`src/rtl/mem_port_arbiter_if.sv`:
```
// mem_port_arbiter_if
//   Bundles the load-issue request, store-commit request, cache status and
//   registered cache-request slot signals of the data-cache port arbiter.
//   Modports:
//     master - request/cache side: drives ld_*, st_*, dc_miss, flush;
//              observes ld_ready, st_ready and the mc_* slot.
//     slave  - arbiter side: the mirror of master.
interface mem_port_arbiter_if #(
    parameter int unsigned ADDR_W = 32,
    parameter int unsigned DATA_W = 32,
    parameter int unsigned IDX_W  = 4
);
    // Load issue path
    logic              ld_valid;
    logic [ADDR_W-1:0] ld_addr;
    logic [ADDR_W-1:0] ld_pc;
    logic [IDX_W-1:0]  ld_index;
    logic              ld_ready;
    // Store commit path
    logic              st_valid;
    logic              st_urgent;
    logic [ADDR_W-1:0] st_addr;
    logic [ADDR_W-1:0] st_pc;
    logic [DATA_W-1:0] st_data;
    logic              st_ready;
    // Cache status / pipeline control
    logic              dc_miss;
    logic              flush;
    // Registered cache-request slot
    logic              mc_valid;
    logic              mc_write;
    logic [ADDR_W-1:0] mc_addr;
    logic [ADDR_W-1:0] mc_pc;
    logic [DATA_W-1:0] mc_data;
    logic [IDX_W-1:0]  mc_index;
    logic              mc_squash;

    modport master (
        output ld_valid, ld_addr, ld_pc, ld_index,
        output st_valid, st_urgent, st_addr, st_pc, st_data,
        output dc_miss, flush,
        input  ld_ready, st_ready,
        input  mc_valid, mc_write, mc_addr, mc_pc, mc_data, mc_index, mc_squash
    );

    modport slave (
        input  ld_valid, ld_addr, ld_pc, ld_index,
        input  st_valid, st_urgent, st_addr, st_pc, st_data,
        input  dc_miss, flush,
        output ld_ready, st_ready,
        output mc_valid, mc_write, mc_addr, mc_pc, mc_data, mc_index, mc_squash
    );
endinterface

```
`src/rtl/mem_port_arbiter.sv`:
```
// mem_port_arbiter
//   Shares the single data-cache port between the load issue path and the
//   store-commit path. Grants at most one requester per cycle, captures the
//   winner into a registered cache-request slot (1-cycle latency), freezes
//   the slot while the cache reports a miss, marks a frozen load as squashed
//   on a misprediction flush, and optionally bounds store starvation.
//   Ports:
//     clk    - clock
//     rst_n  - synchronous active-low reset
//     bus    - mem_port_arbiter_if.slave (ld_*/st_* requests, dc_miss,
//              flush, ld_ready/st_ready grants, mc_* slot)
//   Configuration macro:
//     MEM_ARB_STARVE_GUARD_EN - when defined, a store denied STARVE_MAX
//     consecutive cycles is forced to win. Undefined: loads have priority
//     unless st_urgent, no load, or flush.
module mem_port_arbiter #(
    parameter int unsigned ADDR_W     = 32,
    parameter int unsigned DATA_W     = 32,
    parameter int unsigned IDX_W      = 4,
    parameter int unsigned STARVE_MAX = 4
) (
    input logic              clk,
    input logic              rst_n,
    mem_port_arbiter_if.slave bus
);

    if (STARVE_MAX < 2 || STARVE_MAX > 15) begin : g_bad_starve_max
        $error("mem_port_arbiter: STARVE_MAX must be in 2..15");
    end

    typedef enum logic [1:0] {
        ST_EMPTY,
        ST_ISSUED,
        ST_MISS
    } state_e;

    state_e            state_q;
    logic              write_q;
    logic [ADDR_W-1:0] addr_q;
    logic [ADDR_W-1:0] pc_q;
    logic [DATA_W-1:0] data_q;
    logic [IDX_W-1:0]  index_q;
    logic              squash_q;

    logic grant_ld;
    logic grant_st;
    logic starve_force;

`ifdef MEM_ARB_STARVE_GUARD_EN
    logic [3:0] starve_q;

    assign starve_force = (starve_q == 4'(STARVE_MAX));

    // Counts consecutive cycles a present store lost arbitration; frozen
    // during a miss because no arbitration happens then.
    always_ff @(posedge clk) begin
        if (!rst_n) begin
            starve_q <= '0;
        end else if (!bus.dc_miss) begin
            if (bus.st_valid && !grant_st) begin
                if (!starve_force) starve_q <= starve_q + 4'd1;
            end else begin
                starve_q <= '0;
            end
        end
    end
`else
    assign starve_force = 1'b0;
`endif

    // Grants are gated by reset so a request pending during reset is not
    // reported as accepted.
    always_comb begin
        grant_st = 1'b0;
        grant_ld = 1'b0;
        if (rst_n && !bus.dc_miss) begin
            grant_st = bus.st_valid &&
                       (bus.st_urgent || starve_force || !bus.ld_valid || bus.flush);
            grant_ld = !grant_st && bus.ld_valid && !bus.flush;
        end
    end

    assign bus.ld_ready = grant_ld;
    assign bus.st_ready = grant_st;

    always_ff @(posedge clk) begin
        if (!rst_n) begin
            state_q  <= ST_EMPTY;
            write_q  <= 1'b0;
            addr_q   <= '0;
            pc_q     <= '0;
            data_q   <= '0;
            index_q  <= '0;
            squash_q <= 1'b0;
        end else if (bus.dc_miss) begin
            // Freeze the slot; a flush can only mark a held load as dead.
            if (state_q != ST_EMPTY) begin
                state_q <= ST_MISS;
                if (bus.flush && !write_q) squash_q <= 1'b1;
            end
        end else if (grant_st) begin
            state_q  <= ST_ISSUED;
            write_q  <= 1'b1;
            addr_q   <= bus.st_addr;
            pc_q     <= bus.st_pc;
            data_q   <= bus.st_data;
            index_q  <= '0;
            squash_q <= 1'b0;
        end else if (grant_ld) begin
            state_q  <= ST_ISSUED;
            write_q  <= 1'b0;
            addr_q   <= bus.ld_addr;
            pc_q     <= bus.ld_pc;
            data_q   <= '0;
            index_q  <= bus.ld_index;
            squash_q <= 1'b0;
        end else begin
            // No grant: empty the slot, leave the payload fields as they were.
            state_q  <= ST_EMPTY;
            squash_q <= 1'b0;
        end
    end

    assign bus.mc_valid  = (state_q != ST_EMPTY);
    assign bus.mc_write  = write_q;
    assign bus.mc_addr   = addr_q;
    assign bus.mc_pc     = pc_q;
    assign bus.mc_data   = data_q;
    assign bus.mc_index  = index_q;
    assign bus.mc_squash = squash_q;

endmodule

```
`src/flat_wrapper.sv`:
```
// flat-port wrapper written by rule: the top's interface ports become plain ports
module mem_port_arbiter_flat 
#(
    parameter int unsigned ADDR_W     = 32,
    parameter int unsigned DATA_W     = 32,
    parameter int unsigned IDX_W      = 4,
    parameter int unsigned STARVE_MAX = 4
)
  (clk, rst_n, bus_ld_valid, bus_ld_addr, bus_ld_pc, bus_ld_index, bus_st_valid, bus_st_urgent, bus_st_addr, bus_st_pc, bus_st_data, bus_dc_miss, bus_flush, bus_ld_ready, bus_st_ready, bus_mc_valid, bus_mc_write, bus_mc_addr, bus_mc_pc, bus_mc_data, bus_mc_index, bus_mc_squash);
  mem_port_arbiter_if #(.ADDR_W(ADDR_W), .DATA_W(DATA_W), .IDX_W(IDX_W)) bus_i ();
  input logic clk;
  input logic rst_n;
  input wire logic [$bits(bus_i.ld_valid)-1:0] bus_ld_valid;
  input wire logic [$bits(bus_i.ld_addr)-1:0] bus_ld_addr;
  input wire logic [$bits(bus_i.ld_pc)-1:0] bus_ld_pc;
  input wire logic [$bits(bus_i.ld_index)-1:0] bus_ld_index;
  input wire logic [$bits(bus_i.st_valid)-1:0] bus_st_valid;
  input wire logic [$bits(bus_i.st_urgent)-1:0] bus_st_urgent;
  input wire logic [$bits(bus_i.st_addr)-1:0] bus_st_addr;
  input wire logic [$bits(bus_i.st_pc)-1:0] bus_st_pc;
  input wire logic [$bits(bus_i.st_data)-1:0] bus_st_data;
  input wire logic [$bits(bus_i.dc_miss)-1:0] bus_dc_miss;
  input wire logic [$bits(bus_i.flush)-1:0] bus_flush;
  output wire logic [$bits(bus_i.ld_ready)-1:0] bus_ld_ready;
  output wire logic [$bits(bus_i.st_ready)-1:0] bus_st_ready;
  output wire logic [$bits(bus_i.mc_valid)-1:0] bus_mc_valid;
  output wire logic [$bits(bus_i.mc_write)-1:0] bus_mc_write;
  output wire logic [$bits(bus_i.mc_addr)-1:0] bus_mc_addr;
  output wire logic [$bits(bus_i.mc_pc)-1:0] bus_mc_pc;
  output wire logic [$bits(bus_i.mc_data)-1:0] bus_mc_data;
  output wire logic [$bits(bus_i.mc_index)-1:0] bus_mc_index;
  output wire logic [$bits(bus_i.mc_squash)-1:0] bus_mc_squash;
  assign bus_i.ld_valid = bus_ld_valid;
  assign bus_i.ld_addr = bus_ld_addr;
  assign bus_i.ld_pc = bus_ld_pc;
  assign bus_i.ld_index = bus_ld_index;
  assign bus_i.st_valid = bus_st_valid;
  assign bus_i.st_urgent = bus_st_urgent;
  assign bus_i.st_addr = bus_st_addr;
  assign bus_i.st_pc = bus_st_pc;
  assign bus_i.st_data = bus_st_data;
  assign bus_i.dc_miss = bus_dc_miss;
  assign bus_i.flush = bus_flush;
  assign bus_ld_ready = bus_i.ld_ready;
  assign bus_st_ready = bus_i.st_ready;
  assign bus_mc_valid = bus_i.mc_valid;
  assign bus_mc_write = bus_i.mc_write;
  assign bus_mc_addr = bus_i.mc_addr;
  assign bus_mc_pc = bus_i.mc_pc;
  assign bus_mc_data = bus_i.mc_data;
  assign bus_mc_index = bus_i.mc_index;
  assign bus_mc_squash = bus_i.mc_squash;
  mem_port_arbiter #(.ADDR_W(ADDR_W), .DATA_W(DATA_W), .IDX_W(IDX_W), .STARVE_MAX(STARVE_MAX)) u_core (.clk(clk), .rst_n(rst_n), .bus(bus_i));
endmodule
```
`config.mk`:
```
export PLATFORM = sky130hd
export DESIGN_NAME = mem_port_arbiter_flat
export DESIGN_NICKNAME = d
export VERILOG_FILES = /design/src/rtl/mem_port_arbiter_if.sv /design/src/rtl/mem_port_arbiter.sv /design/src/flat_wrapper.sv
export SDC_FILE = /design/constraint.sdc
export NUM_CORES = 1
export LEC_CHECK = 0
export BUFFER_PORTS_ARGS = -buffer_cell sky130_fd_sc_hd__buf_2
export CORE_UTILIZATION = 30
export DETAILED_ROUTE_END_ITERATION = 7
export GPL_TIMING_DRIVEN = 0
export PLACE_DENSITY = 0.59
export SETUP_SLACK_MARGIN = 0.1
export SLEW_MARGIN = 20
export SYNTH_ARGS = -nofsm -noshare
export SYNTH_HDL_FRONTEND = slang
export SYNTH_SLANG_ARGS = --single-unit
```
`constraint.sdc`:
```
create_clock -name clk -period 2.61 [get_ports clk]
set_input_delay 0.6525 -clock clk [delete_from_list [all_inputs] [get_ports clk]]
set_output_delay 0.6525 -clock clk [all_outputs]
set_load 0.05 [all_outputs]
```
======== Word-level counts from Yosys, hierarchy flattened ========
Index checks and enable logic that the tools add are counted.
word-level totals
  logic and storage cells ................. 42
  register bits after elaboration ......... 104
  output and inout bits ................... 105
cells by class
  eq/ne operators ......................... 1
  bitwise gates (word level) .............. 1
  muxes and demuxes ....................... 16
  reductions and logical operators ........ 17
operators by type and width
  kind                                                              number
  32-bit two-way mux                                                6
  4-bit two-way mux                                                 2
  2-bit two-way mux                                                 3
  2-bit AND reduction                                               3
  1-bit logical AND                                                 5
  1-bit zero test                                                   5
  1-bit two-way mux                                                 5
  2-bit nonzero test                                                2
  1-bit logical OR                                                  2
  2-bit by 1-bit != test with 1-bit output (second input constant)  1
  1-bit NOT                                                         1

======== Depth between registers and ports, before layout ========
  word-level depth ........................ 11
  depth in mapped cells ................... 7
  mapped depth without buffers ............ 5

======== Least setup slack after synthesis ========
Ideal clock, no wire load.
  path kind ............................... input to output
  start point ............................. in bus_flush
  end point ............................... out bus_ld_ready
  cell stages on the path ................. 3
  data arrival time ....................... 1.499 ns
  path buffers ............................ 1
  data required time ...................... 1.957 ns
  setup slack ............................. 0.458 ns
  cell sequence ........................... nand4bb_1 buf_4 a21oi_2
between the ends
  word-level cells in the longest chain between the ends .. 6
  elaborated cells between the ends (all ways) .. 7
ends and longest elaborated chain
  what                   line                    source
  start: declaration     flat_wrapper.sv:23      input wire logic [$bits(bus_i.flush)-1:0] bus_flush;
  1-bit logical OR       mem_port_arbiter.sv:78  (bus.st_urgent || starve_force || !bus.ld_valid || bus.flush);
  1-bit logical AND      mem_port_arbiter.sv:77  grant_st = bus.st_valid &&
  1-bit zero test        mem_port_arbiter.sv:79  grant_ld = !grant_st && bus.ld_valid && !bus.flush;
  1-bit logical AND      mem_port_arbiter.sv:79
  1-bit logical AND (*)  mem_port_arbiter.sv:79
  1-bit two-way mux (*)  mem_port_arbiter.sv:76  if (rst_n && !bus.dc_miss) begin
  end: declaration       flat_wrapper.sv:24      output wire logic [$bits(bus_i.ld_ready)-1:0] bus_ld_ready;
Mark *: on every way between the ends. The rest lies on a longest branch, timed or not.

======== Final worst setup path ========
  start point ............................. in bus_dc_miss
  end point ............................... out bus_st_ready
between the ends
  word-level cells in the longest chain between the ends .. 3
ends and longest elaborated chain
  what                line                    source
  start: declaration  flat_wrapper.sv:22      input wire logic [$bits(bus_i.dc_miss)-1:0] bus_dc_miss;
  1-bit zero test     mem_port_arbiter.sv:76
  1-bit logical AND   mem_port_arbiter.sv:76
  1-bit two-way mux   mem_port_arbiter.sv:76
  end: declaration    flat_wrapper.sv:25      output wire logic [$bits(bus_i.st_ready)-1:0] bus_st_ready;
Every way passes these cells.

==> flow_metrics.env <==
export IMPL_rows=44
export IMPL_setup_ws_ns=0.199
export IMPL_die_h_um=126
export IMPL_diodes=0
export IMPL_routedWlPerCell_um=15.3
export IMPL_nNetsFinal=989
export IMPL_seqCellArea_um2=2080
export IMPL_drt_wl_total_mm=15.4
export IMPL_yosys_area_top_type_share_pct=45.2
export IMPL_vias_per_cell=4.72
export IMPL_gr_total_overflow=0
export IMPL_grt_total_usage_pct=19.3
export IMPL_grt_max_degree=16
export IMPL_path_class="in2out"
export IMPL_die_area_um2=15900
export IMPL_whs_ns=0.458
export IMPL_max_slew_margin_pct=48.0
export IMPL_yosysWarnings=0
export IMPL_synth_edf_count=0
export IMPL_antenna_found_initial=0
export IMPL_finalCriticalPeriod_ns=2.41
export IMPL_cts_sinks=104
export IMPL_fin_area_um2=6560
export IMPL_drtIter0Drc=170
export IMPL_dr_pass1_iters=4
export IMPL_hold_buffers=0
export IMPL_ys_ff_latch=104
export IMPL_rsz0062_at_grt="no"
export IMPL_cp_start_kind="input pin"
export IMPL_core_area_um2=14800
export IMPL_worstMarginPinSlew_ns=0.779
export IMPL_hold_path_class="reg2reg"
export IMPL_p_leak_nw=2.92
export IMPL_pwr_density_cell_nw_per_um2=612
export IMPL_ys_types=28
export IMPL_fin_skew_ns=0.0000999
export IMPL_syn_nets=702
export IMPL_vias=4751
export IMPL_fin_crit_sh_pct=92.4
export IMPL_cts_tree="built"
export IMPL_p_total_mw=4.02
export IMPL_peakVddDrop_uv=317
export IMPL_synth_seq_area_share_pct=45.2
export IMPL_syn_area_per_cell_um2=8.68
export IMPL_n_fill_cell=1579
export IMPL_ctsLongestPathBuffers=2
export IMPL_syn_to_final_growth_pct=42.3
export IMPL_synth_cells_most_frequent="dfxtp_1 (104), a21oi_1 (98), nand2_1 (98)"
export IMPL_dieWidth_um=126
export IMPL_gp_congestion=0.810
export IMPL_drive_above_1_share_pct=49.2
export IMPL_multiInputGateArea_um2=2220
export IMPL_status="completed"
export IMPL_num_io_pins=276
export IMPL_yosys_top_cells_area="dfxtp_1 (45%), a21oi_1 (11%), nand2_1 (8.0%)"
export IMPL_regToRegSetupSlack_ns=1.67
export IMPL_fmax_mhz=415
export IMPL_synthFlopType="dfxtp_1"
export IMPL_cts_root_buffer="clkbuf_16"
export IMPL_synthCells=531
export IMPL_ant_nets=0
export IMPL_setup_viol=0
export IMPL_hold_violations=0
export IMPL_dp_hpwl_mm=11.4
export IMPL_slew_viol_final=0
export IMPL_maxCapViolations=0
export IMPL_cts_max_level=3
export IMPL_crit_fanout=10
export IMPL_yosysMostFrequentCell="dfxtp_1"
export IMPL_yosysTopAreaCell="dfxtp_1"
export IMPL_pre_cts_ws_ns=-0.000487
export IMPL_cts_buffers=9
export IMPL_end_kind="output port"
export IMPL_drc_errors=0
export IMPL_syn_area_um2=4610
export IMPL_worstPathArrival_ns=1.76
export IMPL_clkTransAtPathRegs_ns=0.07
export IMPL_grt_pass1_wl_mm=23.9
export IMPL_clock_latency_ns=0.34
export IMPL_placed_area_um2=6220
export IMPL_start_util_pct=31.3
export IMPL_async_flop_share_pct=0
export IMPL_io_buffers=275
export IMPL_grt_pass1_vias=4649
export IMPL_cp_required_ns=1.96
==> final timing paths <==
kind | endpoint | start | cells past startpoint
setup / recovery | bus_st_ready | bus_dc_miss | 6
setup reg to reg | u_core.bus.mc_squash$_SDFFE_PN0P_ | u_core.state_q[1]$_SDFFE_PN0P_ | 3
hold reg to reg | u_core.bus.mc_data[16]$_SDFFE_PN0P_ | u_core.bus.mc_data[16]$_SDFFE_PN0P_ | 2
hold / removal | u_core.bus.mc_data[16]$_SDFFE_PN0P_ | u_core.bus.mc_data[16]$_SDFFE_PN0P_ | 2
==> cell type report <==
class	instances	area share, %
Buffer	49	4.42
Clock buffer	14	4.18
Clock inverter	2	0.915
Inverter	3	0.210
Multi-Input combinational cell	375	33.9
Sequential cell	104	31.7
Tap cell	184	3.51
Timing Repair Buffer	276	21.1
==> logic make-up after synthesis <==
logic type             share of synthesized area [%]
AO/OA/AOI/OAI                                   32.1
AND/OR/NAND/NOR                                 16.2
buffers and inverters                           6.59
flip-flops                                      45.2
==> registers in the layout, indices dropped and copies added (netlist names) <==
name,count
u_core.state_q,2
u_core.bus.mc_index,4
u_core.bus.mc_write,1
u_core.bus.mc_pc,32
u_core.bus.mc_squash,1
u_core.bus.mc_data,32
u_core.bus.mc_addr,32
==> report_power, final <==
| part | total (mW) | internal (mW) | leakage [nW] | switching (mW) |
|---|---|---|---|---|
| registers | 1.71 | 1.67 | 0.849 | 0.0439 |
| logic | 0.786 | 0.262 | 1.91 | 0.524 |
| clock network | 1.52 | 0.921 | 0.163 | 0.599 |
| total | 4.02 | 2.85 | 2.92 | 1.17 |
==> layout by cell type (no fill, tap or decap) <==
master / synthesis / routed
buf_2: 16 / 290
a21oi_2: 31 / 31
o21ai_1: 6 / 6
inv_1: 2 / 2
a21oi_1: 98 / 98
and2_1: 1 / 1
inv_4: 1 / 1
clkbuf_1: 20 / 22
clkbuf_4: 1 / 1
a31oi_1: 1 / 1
nand2_1: 98 / 98
nand3_1: 8 / 8
nor2b_1: 6 / 6
a21boi_2: 25 / 25
nand4bb_1: 1 / 1
buf_4: 4 / 6
and2b_2: 1 / 1
clkbuf_16: 0 / 9
clkbuf_8: 0 / 3
bufinv_16: 0 / 2
or2_2: 1 / 1
nor2_1: 1 / 1
dfxtp_1: 104 / 104
buf_8: 2 / 2
nand2b_4: 1 / 1
nand3_2: 25 / 25
o21ai_0: 59 / 59
a21boi_0: 7 / 7
o211ai_4: 1 / 1
a22oi_1: 4 / 4
buf_6: 6 / 6
==> routing by layer <==
metal,share of wire [%],vias up,global-route usage (%)
li1,-,2410,-
met1,44,2141,23.4
met2,47,181,33.1
met3,6.8,19,5.27
met4,1.6,0,6.38
met5,0,-,0
==> stage by stage <==
stage	TNS [ns]	util, %	instances
3_5_place_dp	-0.000487	42.1	990
2_1_floorplan	0	-	531
6_report	0	44.5	1007
3_3_place_gp	-0.0106	42.1	990
5_1_grt	0	44.5	1007
4_1_cts	0	44.5	1007
==> timing repair <==
action / CTS / global route
resized for setup: 1 / 0
endpoints found under the setup margin: 1 / 0
buffers inserted: 1 / 0
==> worst max-delay path: stages <==
cell      delay (ns)
buf_2           0.12
and2b_2         0.25
o211ai_4        0.11
inv_4           0.14
buf_2           0.25
buf_4           0.24
Note: power is estimated with default switching activity, not from simulation.
